===== config.mk =====
export PLATFORM = sky130hd
export DESIGN_NAME = motion_cmd_arbiter_flat
export DESIGN_NICKNAME = d
export VERILOG_FILES = /design/src/rtl/motion_cmd_arbiter_pkg.sv /design/src/rtl/motion_cmd_arbiter_if.sv /design/src/rtl/motion_cmd_arbiter_prio_select.sv /design/src/rtl/motion_cmd_arbiter.sv /design/src/flat_wrapper.sv
export SDC_FILE = /design/constraint.sdc
export NUM_CORES = 1
export LEC_CHECK = 0
export BUFFER_PORTS_ARGS = -buffer_cell sky130_fd_sc_hd__clkbuf_2
export CAP_MARGIN = 20
export CORE_MARGIN = 5
export CORE_UTILIZATION = 39
export DETAILED_ROUTE_END_ITERATION = 7
export PLACE_DENSITY = 0.72
export RECOVER_POWER = 100
export SKIP_CTS_REPAIR_TIMING = 1
export SYNTH_ARGS = -nofsm -noshare
export SYNTH_HDL_FRONTEND = slang
export SYNTH_HIERARCHICAL = 1
export SYNTH_SLANG_ARGS = --single-unit

===== constraint.sdc =====
create_clock -name clk -period 1.65 [get_ports clk]
set_clock_uncertainty 0.15 [all_clocks]
set_input_delay 0.165 -clock clk [delete_from_list [all_inputs] [get_ports clk]]
set_output_delay 0.165 -clock clk [all_outputs]
set_load 0.005 [all_outputs]

===== src/rtl/motion_cmd_arbiter_pkg.sv =====
// Shared types for the motion command arbiter: the five-line motor command
// bundle, the arbiter state encoding and the safe-handover command helper.
package motion_arb_pkg;

  typedef struct packed {
    logic count_reset;
    logic motor_l_reset;
    logic motor_l_direction;
    logic motor_r_reset;
    logic motor_r_direction;
  } motor_cmd_t;

  typedef enum logic {
    OWNED = 1'b0,
    GUARD = 1'b1
  } arb_state_t;

  // Value driven while reset is held: everything in reset, directions low.
  localparam motor_cmd_t RESET_CMD = '{
    count_reset:       1'b1,
    motor_l_reset:     1'b1,
    motor_l_direction: 1'b0,
    motor_r_reset:     1'b1,
    motor_r_direction: 1'b0
  };

  // Safe handover command: counter and both motors held in reset, directions
  // kept at their previous value so re-enable never sees a direction glitch.
  function automatic motor_cmd_t make_safe(motor_cmd_t prev);
    motor_cmd_t safe;
    safe               = prev;
    safe.count_reset   = 1'b1;
    safe.motor_l_reset = 1'b1;
    safe.motor_r_reset = 1'b1;
    return safe;
  endfunction

endpackage


===== src/rtl/motion_cmd_arbiter_if.sv =====
// Bus between the motion sources (master side) and the arbiter (slave side):
// per-source requests and commands in, the selected registered command out.
interface motion_cmd_arbiter_if #(
  parameter int N_SRC = 3
);
  localparam int OWN_W = $clog2(N_SRC);

  logic [N_SRC-1:0] req;
  logic [N_SRC-1:0] src_count_reset;
  logic [N_SRC-1:0] src_motor_l_reset;
  logic [N_SRC-1:0] src_motor_l_direction;
  logic [N_SRC-1:0] src_motor_r_reset;
  logic [N_SRC-1:0] src_motor_r_direction;

  logic             count_reset;
  logic             motor_l_reset;
  logic             motor_l_direction;
  logic             motor_r_reset;
  logic             motor_r_direction;
  logic [OWN_W-1:0] owner;
  logic             handover;

  modport master (
    output req, src_count_reset, src_motor_l_reset, src_motor_l_direction,
           src_motor_r_reset, src_motor_r_direction,
    input  count_reset, motor_l_reset, motor_l_direction, motor_r_reset,
           motor_r_direction, owner, handover
  );

  modport slave (
    input  req, src_count_reset, src_motor_l_reset, src_motor_l_direction,
           src_motor_r_reset, src_motor_r_direction,
    output count_reset, motor_l_reset, motor_l_direction, motor_r_reset,
           motor_r_direction, owner, handover
  );
endinterface


===== src/rtl/motion_cmd_arbiter_prio_select.sv =====
// Combinational winner selection: highest requesting index >= 1, else the
// default source 0. Build option MOTION_ARB_STICKY_EN makes a current owner
// i >= 1 keep ownership while its request stays high (non-preemptive).
module motion_prio_select #(
  parameter  int N_SRC = 3,
  localparam int OWN_W = $clog2(N_SRC)
) (
  input  logic [N_SRC-1:0] req,
  input  logic [OWN_W-1:0] owner,
  output logic [OWN_W-1:0] winner
);

  // req[0] is implied high, so only sources 1..N_SRC-1 are scanned.
  logic unused_inputs;
  assign unused_inputs = ^{req[0], owner};

  // Priority scan with optional stickiness for a live non-default owner.
  always_comb begin
    winner = '0;
    for (int i = 1; i < N_SRC; i++) begin
      if (req[i]) winner = OWN_W'(i);
    end
`ifdef MOTION_ARB_STICKY_EN
    if (owner != '0 && req[owner]) winner = owner;
`endif
  end

endmodule


===== src/rtl/motion_cmd_arbiter.sv =====
// Motion command arbiter: picks which source drives the counter reset and
// motor reset/direction lines, inserting a GUARD_CYCLES-long safe window on
// every ownership change. All outputs are registered (1-cycle latency).
// Optional build macro: MOTION_ARB_STICKY_EN (non-preemptive ownership).
module motion_cmd_arbiter #(
  parameter  int N_SRC        = 3,
  parameter  int GUARD_CYCLES = 2,
  localparam int OWN_W        = $clog2(N_SRC)
) (
  input logic                 clk,
  input logic                 reset,
  motion_cmd_arbiter_if.slave bus
);
  import motion_arb_pkg::*;

  localparam logic [3:0] GUARD_LOAD = 4'(GUARD_CYCLES - 1);

  arb_state_t       state_q, state_d;
  logic [OWN_W-1:0] owner_q, owner_d;
  logic [3:0]       guard_cnt_q, guard_cnt_d;
  logic             handover_q, handover_d;
  motor_cmd_t       cmd_q, cmd_d;
  logic [OWN_W-1:0] winner;
  motor_cmd_t       src_cmd [N_SRC];

  // Gather each source's five command lines into one struct per source.
  generate
    for (genvar gi = 0; gi < N_SRC; gi++) begin : g_src
      assign src_cmd[gi] = '{
        count_reset:       bus.src_count_reset[gi],
        motor_l_reset:     bus.src_motor_l_reset[gi],
        motor_l_direction: bus.src_motor_l_direction[gi],
        motor_r_reset:     bus.src_motor_r_reset[gi],
        motor_r_direction: bus.src_motor_r_direction[gi]
      };
    end
  endgenerate

  motion_prio_select #(.N_SRC(N_SRC)) u_prio (
    .req    (bus.req),
    .owner  (owner_q),
    .winner (winner)
  );

  // Next-state: pass the owner's command, or enter/restart/leave the guard.
  always_comb begin
    state_d     = state_q;
    owner_d     = owner_q;
    guard_cnt_d = guard_cnt_q;
    handover_d  = handover_q;
    cmd_d       = cmd_q;
    if (winner != owner_q) begin
      // Any re-target, from OWNED or mid-GUARD, (re)starts a full window.
      state_d     = GUARD;
      owner_d     = winner;
      guard_cnt_d = GUARD_LOAD;
      handover_d  = 1'b1;
      cmd_d       = make_safe(cmd_q);
    end else if (state_q == GUARD) begin
      if (guard_cnt_q == 4'd0) begin
        state_d    = OWNED;
        handover_d = 1'b0;
        cmd_d      = src_cmd[owner_q];
      end else begin
        guard_cnt_d = guard_cnt_q - 4'd1;
        handover_d  = 1'b1;
        cmd_d       = make_safe(cmd_q);
      end
    end else begin
      handover_d = 1'b0;
      cmd_d      = src_cmd[owner_q];
    end
  end

  // State and output registers; reset forces source 0 with everything reset.
  always_ff @(posedge clk) begin
    if (reset) begin
      state_q     <= OWNED;
      owner_q     <= '0;
      guard_cnt_q <= 4'd0;
      handover_q  <= 1'b0;
      cmd_q       <= RESET_CMD;
    end else begin
      state_q     <= state_d;
      owner_q     <= owner_d;
      guard_cnt_q <= guard_cnt_d;
      handover_q  <= handover_d;
      cmd_q       <= cmd_d;
    end
  end

  assign bus.count_reset       = cmd_q.count_reset;
  assign bus.motor_l_reset     = cmd_q.motor_l_reset;
  assign bus.motor_l_direction = cmd_q.motor_l_direction;
  assign bus.motor_r_reset     = cmd_q.motor_r_reset;
  assign bus.motor_r_direction = cmd_q.motor_r_direction;
  assign bus.owner             = owner_q;
  assign bus.handover          = handover_q;

endmodule


===== src/flat_wrapper.sv =====
// flat-port wrapper written by rule: the top's interface ports become plain ports
module motion_cmd_arbiter_flat import motion_arb_pkg::*;
#(
  parameter  int N_SRC        = 3,
  parameter  int GUARD_CYCLES = 2,
  localparam int OWN_W        = $clog2(N_SRC)
)
  (clk, reset, bus_req, bus_src_count_reset, bus_src_motor_l_reset, bus_src_motor_l_direction, bus_src_motor_r_reset, bus_src_motor_r_direction, bus_count_reset, bus_motor_l_reset, bus_motor_l_direction, bus_motor_r_reset, bus_motor_r_direction, bus_owner, bus_handover);
  motion_cmd_arbiter_if #(.N_SRC(N_SRC)) bus_i ();
  input logic clk;
  input logic reset;
  input wire logic [$bits(bus_i.req)-1:0] bus_req;
  input wire logic [$bits(bus_i.src_count_reset)-1:0] bus_src_count_reset;
  input wire logic [$bits(bus_i.src_motor_l_reset)-1:0] bus_src_motor_l_reset;
  input wire logic [$bits(bus_i.src_motor_l_direction)-1:0] bus_src_motor_l_direction;
  input wire logic [$bits(bus_i.src_motor_r_reset)-1:0] bus_src_motor_r_reset;
  input wire logic [$bits(bus_i.src_motor_r_direction)-1:0] bus_src_motor_r_direction;
  output wire logic [$bits(bus_i.count_reset)-1:0] bus_count_reset;
  output wire logic [$bits(bus_i.motor_l_reset)-1:0] bus_motor_l_reset;
  output wire logic [$bits(bus_i.motor_l_direction)-1:0] bus_motor_l_direction;
  output wire logic [$bits(bus_i.motor_r_reset)-1:0] bus_motor_r_reset;
  output wire logic [$bits(bus_i.motor_r_direction)-1:0] bus_motor_r_direction;
  output wire logic [$bits(bus_i.owner)-1:0] bus_owner;
  output wire logic [$bits(bus_i.handover)-1:0] bus_handover;
  assign bus_i.req = bus_req;
  assign bus_i.src_count_reset = bus_src_count_reset;
  assign bus_i.src_motor_l_reset = bus_src_motor_l_reset;
  assign bus_i.src_motor_l_direction = bus_src_motor_l_direction;
  assign bus_i.src_motor_r_reset = bus_src_motor_r_reset;
  assign bus_i.src_motor_r_direction = bus_src_motor_r_direction;
  assign bus_count_reset = bus_i.count_reset;
  assign bus_motor_l_reset = bus_i.motor_l_reset;
  assign bus_motor_l_direction = bus_i.motor_l_direction;
  assign bus_motor_r_reset = bus_i.motor_r_reset;
  assign bus_motor_r_direction = bus_i.motor_r_direction;
  assign bus_owner = bus_i.owner;
  assign bus_handover = bus_i.handover;
  motion_cmd_arbiter #(.N_SRC(N_SRC), .GUARD_CYCLES(GUARD_CYCLES)) u_core (.clk(clk), .reset(reset), .bus(bus_i));
endmodule

==> reports/metrics.yaml <==
global_route:
  antenna_found_initial: 0
  grt_pass1_vias: 559
  grt_usage_pct: 12.4
  grt_start_max_net_pins: 8
  grt-ovfl-total: 0
  grt_pass1_wl_um: 2330
die:
  die_height_um: 48.5
  rows: 13
  fp.dieW_um: 48.5
  core_um2: 1350
  initial_utilization_pct: 42.7
  dieArea_um2: 2350
  boundaryPins: 28
route:
  drt_iter0_drc: 8
  drt_wl_total_um: 1470
  drt_first_pass_iters: 4
  vias: 568
  drc: 0
  ant_nets: 0
  routedWlPerCell_um: 13.1
  avgViaCountPerCell: 5.07
synthesis:
  syn_avg_cell_area_um2: 9.46
  syn_inst: 61
  syn_area_um2: 577
  synth.area.top_cells: "dfxtp_1, mux2i_1, nor2_1"
  async_flop_share_pct: 0
  post_synth_and_or_nand_nor_area_fraction_pct: 21.9
  synth_mux_area_share_pct: 8.68
  synth_top_family_by_area: "simple AND/OR/NAND/NOR gates"
  yosysUniqueCellTypes: 22
  synthTopCellsByCount: "dfxtp_1, nor2_1, mux2i_1"
  synth_top_cell_area_share_pct: 41.6
  ys.flop_type: "dfxtp_1"
  synth_nets: 82
  yosysMostFrequentCell: "dfxtp_1"
  seq_area_frac_synth_pct: 41.6
  synth.yosys.warnings: 6
  ys_seq_elements: 12
  synth_compound_gate_area_share_pct: 14.8
  synth_adder_area_share_pct: 2.17
  yosysTopAreaCell: "dfxtp_1"
  synth_edf_count: 0
  synthXorXnorAreaFrac_pct: 6.07
worst_setup_path:
  path_max_fanout: 5
  cpMaxStageDelayCell: "or3b_4"
  critPathKind: "reg2reg"
  critPathCaptureType: "register"
  worst_path_largest_cell_delay_ns: 0.40
  worstPathArrival_ns: 1.81
  crit_family: "simple AND/OR/NAND/NOR gates"
  r2r-start: "u_core/guard_cnt_q[0]$_SDFFE_PP0P_"
  required_ns: 1.69
  crit_chain: "inv_2, ha_4, or3b_4, a211oi_4, nor2_1, a211oi_2"
  start_kind: "register"
  critPathLaunch: "u_core/guard_cnt_q[0]$_SDFFE_PP0P_"
  crit_buf_inv: 1
power:
  p_comb_share_pct: 26.8
  p_int_uw: 489
  ir_drop_uv: 403
  p_sw_share_pct: 28.0
  p_leak_uw: 0.000360
  pwr_density_cell_nw_per_um2: 820
  power_frac_seq_pct: 47.2
  netSwitchingPower_uw: 191
  clockPowerShare_pct: 25.9
clocking:
  cts_buffers: 3
  h-tree-depth: 1
  cts.clk_slew.worst_paths_ns: 0.07
  clkSinkCount: 12
  clock_latency_ns: 0.27
  clockBufferDepth: 2
  cts_tree: "yes"
  cts_root_buffer: "clkbuf_4"
sta:
  worst_pin_slew_ns: 0.424
  slew_violations: 0
  clock.fmax_ghz: 0.565
  grt_setup_unrepaired: "yes"
  fin_crit_ns: 1.77
  setup_ws_ns: -0.120
  slew-limit-headroom_pct: 71.7
  layout_worst_path_cycle_share_pct: 107
  setup_viol: 6
  timing.final.hold_violations: 1
  whs_ns: -0.0145
outcome:
  violations: "hold timing, setup timing"
  status: "finished with violations"
hold_path:
  min_from: "bus_src_count_reset[2]"
  holdCritPathClass: "in2reg"
cells_and_area:
  synthToLayoutAreaGrowth_pct: 43.8
  nNetsFinal: 120
  nFillCells: 128
  num_antenna_cells: 0
  drive_above_1_share_pct: 45.4
placement:
  gp_congestion: 0.754
  place_worst_setup_slack_ns: -0.134
  place_hpwl_um: 1080
  io_buffer_count: 26
flow_run:
  maxCapViolCount: 0
-- layout by cell type, fill, tap and decap left out, types with 4 or more instances in the layout --
cell | netlist | routed
nor2_1 | 10 | 9
buf_4 | 2 | 5
clkbuf_2 | 1 | 23
dfxtp_1 | 12 | 11
a21oi_1 | 4 | 4
mux2i_1 | 5 | 5
clkbuf_1 | 0 | 6
-- tightest hold or removal path, stage by stage --
cell,delay (ns)
clkbuf_2,0.08
nand2_1,0.04
o211ai_1,0.08
-- path summary, 6_finish.rpt --
check | to | depth (start not counted) | slack [ns]
setup / recovery | u_core/bus.motor_l_direction$_SDFFE_PP0P_ | 6 | -0.12
setup reg to reg | u_core/bus.motor_l_direction$_SDFFE_PP0P_ | 6 | -0.12
hold reg to reg | u_core/bus.motor_r_direction$_SDFFE_PP0P_ | 2 | 0.38
hold / removal | u_core/bus.count_reset$_SDFF_PP1_ | 3 | -0.01
-- flip-flops by register name, summed over array words and instances (netlist names) --
register and flops:
u_core/bus.owner 2, u_core/bus.handover 1, u_core/bus.motor_l_reset 1, u_core/bus.motor_l_direction 1, u_core/bus.motor_r_direction 1, u_core/bus.motor_r_reset 1
u_core/bus.count_reset 1, u_core/guard_cnt_q 4
-- per-stage QoR --
| stage | util (%) | total power, µW | cells | instance area (µm²) | TNS, ns |
|---|---|---|---|---|---|
| 2_1_floorplan | - | 420 | 61 | 579 | 0 |
| 3_3_place_gp | 56.3 | 485 | 106 | 761 | -0.238 |
| 3_5_place_dp | 56.3 | 490 | 106 | 761 | -0.409 |
| 4_1_cts | 58.0 | 668 | 109 | 783 | -0.568 |
| 5_1_grt | 61.4 | 724 | 112 | 830 | -0.747 |
| 6_report | 61.4 | 680 | 112 | 830 | -0.253 |
-- cell families after synthesis --
family | count (synthesis)
fa+ha+maj | 1
flops | 12
buf+inv | 5
mux | 5
xor+xnor | 4
simple gates | 23
compound gates | 11
-- layout make-up --
cell class / count / area [µm²] / share of cell area (%)
tap: 15 / 18.8 / 2.26
sequential: 12 / 241 / 29.1
multi-input combinational: 44 / 344 / 41.5
inverter: 2 / 7.51 / 0.905
timing repair buffer: 36 / 195 / 23.5
clock buffer: 3 / 22.5 / 2.71
-- per-layer routing --
metal | GRT usage, % | up-vias | wire, µm
li1 | - | 284 | -
met4 | 6.73 | 0 | 32
met2 | 22.0 | 17 | 761
met3 | 3.98 | 4 | 69
met1 | 12.7 | 263 | 602
met5 | 0 | - | 0
-- power by group through the flow --
stage	clock, µW	sequential, µW	combinational, µW
floorplan	0	330	90.3
global placement	0	325	160
detailed placement	0	327	163
CTS	183	320	165
global route	198	324	202
finish	176	321	182
Note: power is estimated with default switching activity, not from simulation.
